===== src/rtl/ram_arb_pkg.sv =====
// ============================================================================
// Module  : ram_arb_pkg
// Purpose : Shared widths, FSM state encoding and port ids for ram_arbiter.
// Rev     : 1.0  initial release
// ============================================================================
`default_nettype none

package ram_arb_pkg;

    localparam int ADDR_W_DFLT = 7;
    localparam int DATA_W_DFLT = 32;

    localparam logic P_DATA  = 1'b0;
    localparam logic P_FETCH = 1'b1;

    typedef enum logic [1:0] {
        IDLE   = 2'd0,
        ACCESS = 2'd1,
        DONE   = 2'd2
    } state_t;

endpackage

`default_nettype wire


===== src/rtl/ram_arb_if.sv =====
// ============================================================================
// Module  : ram_arb_if
// Purpose : Requester handshakes plus RAM pins for the two-port RAM arbiter.
// Rev     : 1.0  initial release
// ============================================================================
`default_nettype none

interface ram_arb_if import ram_arb_pkg::*; #(
    parameter int ADDR_W = ADDR_W_DFLT,
    parameter int DATA_W = DATA_W_DFLT
) ();

    logic              req0;
    logic              req1;
    logic              we0;
    logic              we1;
    logic [ADDR_W-1:0] addr0;
    logic [ADDR_W-1:0] addr1;
    logic [DATA_W-1:0] wdata0;
    logic [DATA_W-1:0] wdata1;
    logic              ack0;
    logic              ack1;
    logic [DATA_W-1:0] rdata0;
    logic [DATA_W-1:0] rdata1;
    logic              ram_en;
    logic              ram_rw;
    logic [ADDR_W-1:0] ram_addr;
    logic [DATA_W-1:0] ram_din;
    logic [DATA_W-1:0] ram_dout;

    // master = requesters plus the RAM model; slave = the arbiter
    modport master (
        output req0, req1, we0, we1, addr0, addr1, wdata0, wdata1, ram_dout,
        input  ack0, ack1, rdata0, rdata1, ram_en, ram_rw, ram_addr, ram_din
    );

    modport slave (
        input  req0, req1, we0, we1, addr0, addr1, wdata0, wdata1, ram_dout,
        output ack0, ack1, rdata0, rdata1, ram_en, ram_rw, ram_addr, ram_din
    );

endinterface

`default_nettype wire


===== src/rtl/ram_arb_pick.sv =====
// ============================================================================
// Module  : ram_arb_pick
// Purpose : Winner select between data (0) and fetch (1) requesters.
//           RAM_ARB_RR_EN selects round-robin with a last-grant pointer.
// Rev     : 1.0  initial release
// ============================================================================
`default_nettype none

module ram_arb_pick import ram_arb_pkg::*; (
`ifdef RAM_ARB_RR_EN
    input  wire logic clk,
    input  wire logic reset,
    input  wire logic take,
`endif
    input  wire logic req0,
    input  wire logic req1,
    output logic      grant
);

`ifdef RAM_ARB_RR_EN
    logic r_last;

    // Reset to the fetch port so the first tie goes to the data port
    always_ff @(posedge clk) begin
        if (reset) begin
            r_last <= P_FETCH;
        end else if (take) begin
            r_last <= grant;
        end
    end

    always_comb begin
        grant = P_DATA;
        if (req0 && req1) begin
            grant = ~r_last;
        end else if (req1) begin
            grant = P_FETCH;
        end
    end
`else
    always_comb begin
        grant = P_DATA;
        if (!req0 && req1) begin
            grant = P_FETCH;
        end
    end
`endif

endmodule

`default_nettype wire


===== src/rtl/ram_arbiter.sv =====
// ============================================================================
// Module  : ram_arbiter
// Purpose : Shares a single-port 128x32 RAM between data and fetch ports,
//           one access per three cycles. Option macro: RAM_ARB_RR_EN.
// Rev     : 1.0  initial release
// ============================================================================
`default_nettype none

module ram_arbiter import ram_arb_pkg::*; #(
    parameter int ADDR_W = ADDR_W_DFLT,
    parameter int DATA_W = DATA_W_DFLT
) (
    input  wire logic clk,
    input  wire logic reset,
    ram_arb_if.slave  bus
);

    state_t            r_state;
    state_t            w_state_nxt;
    logic              r_id;
    logic              r_we;
    logic [ADDR_W-1:0] r_addr;
    logic [DATA_W-1:0] r_wdata;
    logic [DATA_W-1:0] r_rdata0;
    logic [DATA_W-1:0] r_rdata1;
    logic              w_any;
    logic              w_grant;
    logic              w_en;
    logic              w_rw;
    logic              w_ack0;
    logic              w_ack1;

    assign w_any = bus.req0 | bus.req1;

`ifdef RAM_ARB_RR_EN
    logic w_take;
    assign w_take = (r_state == IDLE) && w_any;

    ram_arb_pick u_pick (
        .clk   (clk),
        .reset (reset),
        .take  (w_take),
        .req0  (bus.req0),
        .req1  (bus.req1),
        .grant (w_grant)
    );
`else
    ram_arb_pick u_pick (
        .req0  (bus.req0),
        .req1  (bus.req1),
        .grant (w_grant)
    );
`endif

    always_ff @(posedge clk) begin
        if (reset) begin
            r_state <= IDLE;
        end else begin
            r_state <= w_state_nxt;
        end
    end

    always_comb begin
        w_state_nxt = r_state;
        w_en        = 1'b0;
        w_rw        = 1'b1;
        w_ack0      = 1'b0;
        w_ack1      = 1'b0;
        case (r_state)
            IDLE: begin
                if (w_any) begin
                    w_state_nxt = ACCESS;
                end
            end
            ACCESS: begin
                w_en        = 1'b1;
                w_rw        = ~r_we;
                w_state_nxt = DONE;
            end
            DONE: begin
                w_ack0      = (r_id == P_DATA);
                w_ack1      = (r_id == P_FETCH);
                w_state_nxt = IDLE;
            end
            default: begin
                w_state_nxt = IDLE;
            end
        endcase
    end

    // Fields only change on grant, so the RAM address/data pins hold between accesses
    always_ff @(posedge clk) begin
        if (reset) begin
            r_id    <= P_DATA;
            r_we    <= 1'b0;
            r_addr  <= '0;
            r_wdata <= '0;
        end else if ((r_state == IDLE) && w_any) begin
            r_id    <= w_grant;
            r_we    <= (w_grant == P_FETCH) ? bus.we1    : bus.we0;
            r_addr  <= (w_grant == P_FETCH) ? bus.addr1  : bus.addr0;
            r_wdata <= (w_grant == P_FETCH) ? bus.wdata1 : bus.wdata0;
        end
    end

    always_ff @(posedge clk) begin
        if (reset) begin
            r_rdata0 <= '0;
            r_rdata1 <= '0;
        end else if ((r_state == ACCESS) && !r_we) begin
            if (r_id == P_FETCH) begin
                r_rdata1 <= bus.ram_dout;
            end else begin
                r_rdata0 <= bus.ram_dout;
            end
        end
    end

    assign bus.ram_en   = w_en;
    assign bus.ram_rw   = w_rw;
    assign bus.ram_addr = r_addr;
    assign bus.ram_din  = r_wdata;
    assign bus.ack0     = w_ack0;
    assign bus.ack1     = w_ack1;
    assign bus.rdata0   = r_rdata0;
    assign bus.rdata1   = r_rdata1;

endmodule

`default_nettype wire


===== src/flat_wrapper.sv =====
// flat-port wrapper written by rule: the top's interface ports become plain ports
module ram_arbiter_flat import ram_arb_pkg::*;
#(
    parameter int ADDR_W = ADDR_W_DFLT,
    parameter int DATA_W = DATA_W_DFLT
)
  (clk, reset, bus_req0, bus_req1, bus_we0, bus_we1, bus_addr0, bus_addr1, bus_wdata0, bus_wdata1, bus_ram_dout, bus_ack0, bus_ack1, bus_rdata0, bus_rdata1, bus_ram_en, bus_ram_rw, bus_ram_addr, bus_ram_din);
  ram_arb_if #(.ADDR_W(ADDR_W), .DATA_W(DATA_W)) bus_i ();
  input  wire logic clk;
  input  wire logic reset;
  input wire logic [$bits(bus_i.req0)-1:0] bus_req0;
  input wire logic [$bits(bus_i.req1)-1:0] bus_req1;
  input wire logic [$bits(bus_i.we0)-1:0] bus_we0;
  input wire logic [$bits(bus_i.we1)-1:0] bus_we1;
  input wire logic [$bits(bus_i.addr0)-1:0] bus_addr0;
  input wire logic [$bits(bus_i.addr1)-1:0] bus_addr1;
  input wire logic [$bits(bus_i.wdata0)-1:0] bus_wdata0;
  input wire logic [$bits(bus_i.wdata1)-1:0] bus_wdata1;
  input wire logic [$bits(bus_i.ram_dout)-1:0] bus_ram_dout;
  output wire logic [$bits(bus_i.ack0)-1:0] bus_ack0;
  output wire logic [$bits(bus_i.ack1)-1:0] bus_ack1;
  output wire logic [$bits(bus_i.rdata0)-1:0] bus_rdata0;
  output wire logic [$bits(bus_i.rdata1)-1:0] bus_rdata1;
  output wire logic [$bits(bus_i.ram_en)-1:0] bus_ram_en;
  output wire logic [$bits(bus_i.ram_rw)-1:0] bus_ram_rw;
  output wire logic [$bits(bus_i.ram_addr)-1:0] bus_ram_addr;
  output wire logic [$bits(bus_i.ram_din)-1:0] bus_ram_din;
  assign bus_i.req0 = bus_req0;
  assign bus_i.req1 = bus_req1;
  assign bus_i.we0 = bus_we0;
  assign bus_i.we1 = bus_we1;
  assign bus_i.addr0 = bus_addr0;
  assign bus_i.addr1 = bus_addr1;
  assign bus_i.wdata0 = bus_wdata0;
  assign bus_i.wdata1 = bus_wdata1;
  assign bus_i.ram_dout = bus_ram_dout;
  assign bus_ack0 = bus_i.ack0;
  assign bus_ack1 = bus_i.ack1;
  assign bus_rdata0 = bus_i.rdata0;
  assign bus_rdata1 = bus_i.rdata1;
  assign bus_ram_en = bus_i.ram_en;
  assign bus_ram_rw = bus_i.ram_rw;
  assign bus_ram_addr = bus_i.ram_addr;
  assign bus_ram_din = bus_i.ram_din;
  ram_arbiter #(.ADDR_W(ADDR_W), .DATA_W(DATA_W)) u_core (.clk(clk), .reset(reset), .bus(bus_i));
endmodule

===== config.mk =====
export PLATFORM = sky130hd
export DESIGN_NAME = ram_arbiter_flat
export DESIGN_NICKNAME = d
export VERILOG_FILES = /design/src/rtl/ram_arb_pkg.sv /design/src/rtl/ram_arb_if.sv /design/src/rtl/ram_arb_pick.sv /design/src/rtl/ram_arbiter.sv /design/src/flat_wrapper.sv
export SDC_FILE = /design/constraint.sdc
export NUM_CORES = 1
export LEC_CHECK = 0
export BUFFER_PORTS_ARGS = -buffer_cell sky130_fd_sc_hd__buf_2
export CAP_MARGIN = 30
export CORE_ASPECT_RATIO = 0.6
export CORE_MARGIN = 2
export CORE_UTILIZATION = 46
export DETAILED_ROUTE_END_ITERATION = 10
export PLACE_DENSITY = 0.8
export SLEW_MARGIN = 20
export SYNTH_ARGS = -nofsm -noshare
export SYNTH_HDL_FRONTEND = slang
export SYNTH_SLANG_ARGS = --single-unit

===== constraint.sdc =====
create_clock -name clk -period 2.02 [get_ports clk]
set_clock_uncertainty 0.1 [all_clocks]
set_input_delay 0.404 -clock clk [delete_from_list [all_inputs] [get_ports clk]]
set_output_delay 0.404 -clock clk [all_outputs]
set_load 0.01 [all_outputs]

After elaboration in Yosys (flattened, before gate mapping)
Cells that the tools add are included.
- equality and inequality tests: 3
- multiplexer cells: 10
- bitwise logic cells: 3
- reductions and logical operators: 8
- operators by type and width (cell ; number):
    $mux W32 ; 1
    $mux W7 ; 1
    $mux W1 ; 6
    $pmux W2 S2 ; 1
    $reduce_and A2 Y1 ; 2
    $logic_and A1 B1 Y1 ; 3
    $eq A2 B1 Y1 const B ; 1
    $eq A2 B2 Y1 const B ; 1
    $logic_not A1 Y1 ; 2
    $logic_not A2 Y1 ; 1
    $mux W2 ; 1
    $ne A2 B1 Y1 const B ; 1
    $not A1 Y1 ; 2
    $or A1 B1 Y1 ; 1
- bits in registers: 107
- input port bits: 116
- output and inout bits: 107

Longest topological paths before layout
- word-level depth: 4
- depth in mapped cells: 6

Hierarchy
A second synthesis with hierarchy kept.
- cell total of the unflattened synthesis: 482
- area, all modules: 4352.9 um^2
- modules (own cells, without submodules) (module ; instances ; cells each ; area an instance (um^2)):
    ram_arbiter ; 1 ; 481 ; 4339.2
    ram_arb_pick ; 1 ; 1 ; 13.8

Least setup slack after synthesis
Ideal clock, no wire load.
- path type: input-to-reg
- start point: input bus_req0
- end point: register u_core.r_addr[1] (netlist: u_core.bus.ram_addr[1])
- arrival time: 1323 ps
- required time: 1831 ps
- setup slack: 509 ps
- cell stages on the path: 6
- path buffers: 3
- cells stage by stage: or2_1 buf_2 and2_1 buf_6 buf_6 a311oi_2
- cells in the longest elaborated chain, start to end: 4
- RTL lines (element ; RTL line ; source):
    start: declaration ; flat_wrapper.sv:11 ; input wire logic [$bits(bus_i.req0)-1:0] bus_req0;
    $logic_not A1 Y1 ; ram_arb_pick.sv:43 ; if (!req0 && req1) begin
    $logic_and A1 B1 Y1 ; ram_arb_pick.sv:43 ;
    $mux W1 ; ram_arb_pick.sv:43 ;
    $mux W7 ; ram_arbiter.sv:101 ; r_addr <= (w_grant == P_FETCH) ? bus.addr1 : bus.addr0;
    end signal: assignment ; ram_arbiter.sv:101 ;
    end: declaration ; ram_arbiter.sv:22 ; logic [ADDR_W-1:0] r_addr;
Parallel ways exist; a longest one is shown, timed or not.
A chain may end at the register's enable or synchronous reset.

Final worst setup path
- start point: register u_core.r_state[0]
- end point: output bus_ram_rw
- cells in the longest elaborated chain, start to end: 2
- RTL lines (element ; RTL line ; source):
    start: declaration ; ram_arbiter.sv:18 ; state_t r_state;
    start signal: assignment ; ram_arbiter.sv:59 ; r_state <= w_state_nxt;
    $eq A2 B1 Y1 ; ram_arbiter.sv:69 ; case (r_state)
    $mux W1 ; ram_arbiter.sv:69 ;
    end: declaration ; flat_wrapper.sv:25 ; output wire logic [$bits(bus_i.ram_rw)-1:0] bus_ram_rw;
No other way between the ends.

==> results.tsv <==
stage	metric	value	unit
yosys	synth_common_cells	nand2_1, dfxtp_1, a21oi_1	
setup_path	end_kind	primary output	
clocking	postCtsSetupBuffers	0	
clocking	cts_resized	0	
route	drt_first_iter_violations	235	
yosys	synth_flop_cell	dfxtp_1	
setup_path	path_class	reg -> out	
yosys	synth.distinct_cells	21	
yosys	synth-edff-count	0	
setup_path	r2r-start	u_core.r_we$_SDFFE_PP0P_	
route	viasPerCell	5.100	
clocking	cts_made_buffers	9	
route	totalWireLength	12510	um
clocking	cts.clk_slew.worst_paths	0.07	ns
place	dp_slack	0.3471	ns
final_layout	fillers	793	
setup_path	critical_path_required	1.52	ns
yosys	yosysTopAreaCell	dfxtp_1	
setup_path	critPathBufInv	1	
route	via_count	4371	
route	drc	0	
yosys	syn_area	0.004446	mm^2
pwr	p_leak	2.631	nW
route	wl_per_cell	14.60	um
yosys	yosysWarnings	0	
timing	max_freq	585.7	MHz
final_layout	area_growth	32.68	%
setup_path	cp-start-kind	register	
pwr	p_per_area	845.5	mW/mm^2
worst_hold_path	hold_class	in -> reg	
worst_hold_path	min_from	reset	
place	gp_congestion	0.8022	
floorplanning	start_util	47.85	%
pwr	p_sw	0.001371	W
setup_path	max_stage_delay	0.44	ns
floorplanning	dieArea	0.01049	mm^2
global_route	antenna_found_initial	0	
setup_path	path_max_fanout	8	
timing	hold_viol_final	0	
floorplanning	die_w	130.9	um
timing	layout_setup_ws	0.3127	ns
clocking	cts_tree	built	
clocking	cts_hold_buffers	0	
global_route	grt_pass1_vias	4176	
run_status	status	finished, final reports clean	
route	antenna_left	0	
pwr	vdd_ir_drop_max	0.5843	mV
yosys	async_reset_ff_share	0	%
floorplanning	die_h	80.15	um
clocking	htreeDepth	3	
place	dp_hpwl	9120	um
setup_path	crit_cells	3	
timing	rsz0062_at_grt	false	
final_layout	antennaDiodeCount	0	
yosys	syn_nets	641	
pwr	p_int	0.003616	W
clocking	worstSkewPairLatency	0.32	ns
setup_path	r2r_slack	0.45	ns
clocking	root_buffer	clkbuf_16	
worst_hold_path	holdPathStages	2	
yosys	yosysSeqAreaShare	48.18	%
timing	fin_crit_sh	84.52	%
final_layout	multi_input_area	0.002039	mm^2
timing	relSlewSlack	72.44	%
setup_path	cp-startpoint	u_core.r_state[0]$_SDFFE_PP0P_	
timing	slew_viol_final	0	
yosys	synth.area.top_cells	dfxtp_1, nand2_1, a311oi_2	
pwr	pwr-share-comb	18.3	%
pwr	clkPwrFrac	34.7	%
global_route	grtUsageTotal	23.24	%
setup_path	crit_slowest_cell	dfxtp_1	
place	port_buffers	222	
setup_path	crit_family	flip-flops	
run	drv_cap	0	
yosys	synth-seq-cells	107	
clocking	cts_sinks	107	
floorplanning	core_area	0.009290	mm^2
timing	setup_tns	0	ns
setup_path	path_cells	nor2b_1 > nand2_1 > buf_2	
yosys	yosysTopAreaCellShare	48.18	%
global_route	grt_pass1_wl	19520	um
yosys	synth_area_per_cell	8.468	um^2
timing	final-setup-viol-count	0	
global_route	grt-ovfl-total	0	
timing	period_needed	1.707	ns
final_layout	nets	838	
final_layout	register_area	0.002142	mm^2
yosys	syn_inst	525	
yosys	synth_most_common_cell	nand2_1	
floorplanning	pin_count	223	
route	first_pass_iters	4	
setup_path	cp.arrival	1.20	ns
timing	tightest_slew	0.4135	ns
global_route	grt_max_degree	59	
setup_path	reg2reg_depth	4	
pwr	pwr-share-seq	47.0	%
final_layout	drive_gt1_share	40.30	%
floorplanning	rows	27	
pwr	swShare	27.50	%
clocking	cts_buffer_depth	2	
## final cells by class
type | instances | area share [%]
sequential | 107 | 36.32
clock inverter | 5 | 1.018
tap | 130 | 2.758
multi-input combinational | 369 | 34.58
timing repair buffer | 235 | 21.38
clock buffer | 11 | 3.946
## path summary, 6_finish.rpt
path / end
max: bus_ram_rw
max reg2reg: u_core.bus.rdata0[17]$_SDFFE_PP0P_
min reg2reg: u_core.bus.rdata1[10]$_SDFFE_PP0P_
min: u_core.bus.ram_din[4]$_SDFFE_PP0P_
## placed cells by master (no fill, tap or decap)
cell	count
a211oi_1	1
a21oi_1	105
a311oi_1	1
a311oi_2	39
and2_2	1
and3b_1	1
and4bb_2	1
buf_12	4
buf_2	221
buf_4	10
bufinv_16	1
clkbuf_1	2
clkbuf_16	9
clkinv_2	1
clkinvlp_4	1
dfxtp_1	107
inv_6	2
nand2_1	209
nand2b_1	1
nand4bb_1	1
nor2_2	1
nor2b_1	3
nor2b_2	1
nor3b_1	1
nor4b_4	1
or2_1	1
or4b_1	1
## logic make-up after synthesis
| group | Yosys count | share of synthesized area (%) |
|---|---|---|
| AND/OR/NAND/NOR | 223 | 20.43 |
| buffers and inverters | 49 | 6.023 |
| AO/OA/AOI/OAI | 146 | 25.36 |
| flip-flops | 107 | 48.18 |
## worst register-to-register path, cell delays in order, from the launching register on
cell	delay, ns
dfxtp_1	0.38
or4b_1	0.53
buf_4	0.25
nand2_1	0.11
a21oi_1	0.07
## registers in the layout, summed over array words and instances, names as in the netlist
signal	count
u_core.bus.rdata1	32
u_core.bus.ram_addr	7
u_core.bus.rdata0	32
u_core.bus.ram_din	32
u_core.r_id	1
u_core.r_state	2
u_core.r_we	1
## layer usage
metal / wire length (um) / track usage (%)
met1: 5658 / 29.63
met2: 5916 / 39.01
met3: 796 / 5.730
met4: 143 / 7.128
met5: 0 / 0
## stage by stage
stage               hold slack [ns]  utilization (%)  total power [W]  cell area (um^2)  std cells
CTS                          0.1716            63.49         0.005028              5898        857
global placement             0.3394            60.34         0.003270              5605        841
floorplan                    0.3805                -         0.002950              4446        525
finish                       0.1859            63.49         0.004987              5898        857
global route                 0.1706            63.49         0.005215              5898        857
detailed placement           0.3452            60.34         0.003305              5605        841
## power by group through the flow
stage / Sequential, W / Clock [W] / Combinational [W]
2_1_floorplan: 0.00245 / 0 / 0.000503
3_3_place_gp: 0.00238 / 0 / 0.000888
3_5_place_dp: 0.00239 / 0 / 0.000915
4_1_cts: 0.00234 / 0.00177 / 0.000915
5_1_grt: 0.00236 / 0.00186 / 0.000997
6_report: 0.00234 / 0.00173 / 0.000914
Note: power is estimated with default switching activity, not from simulation.
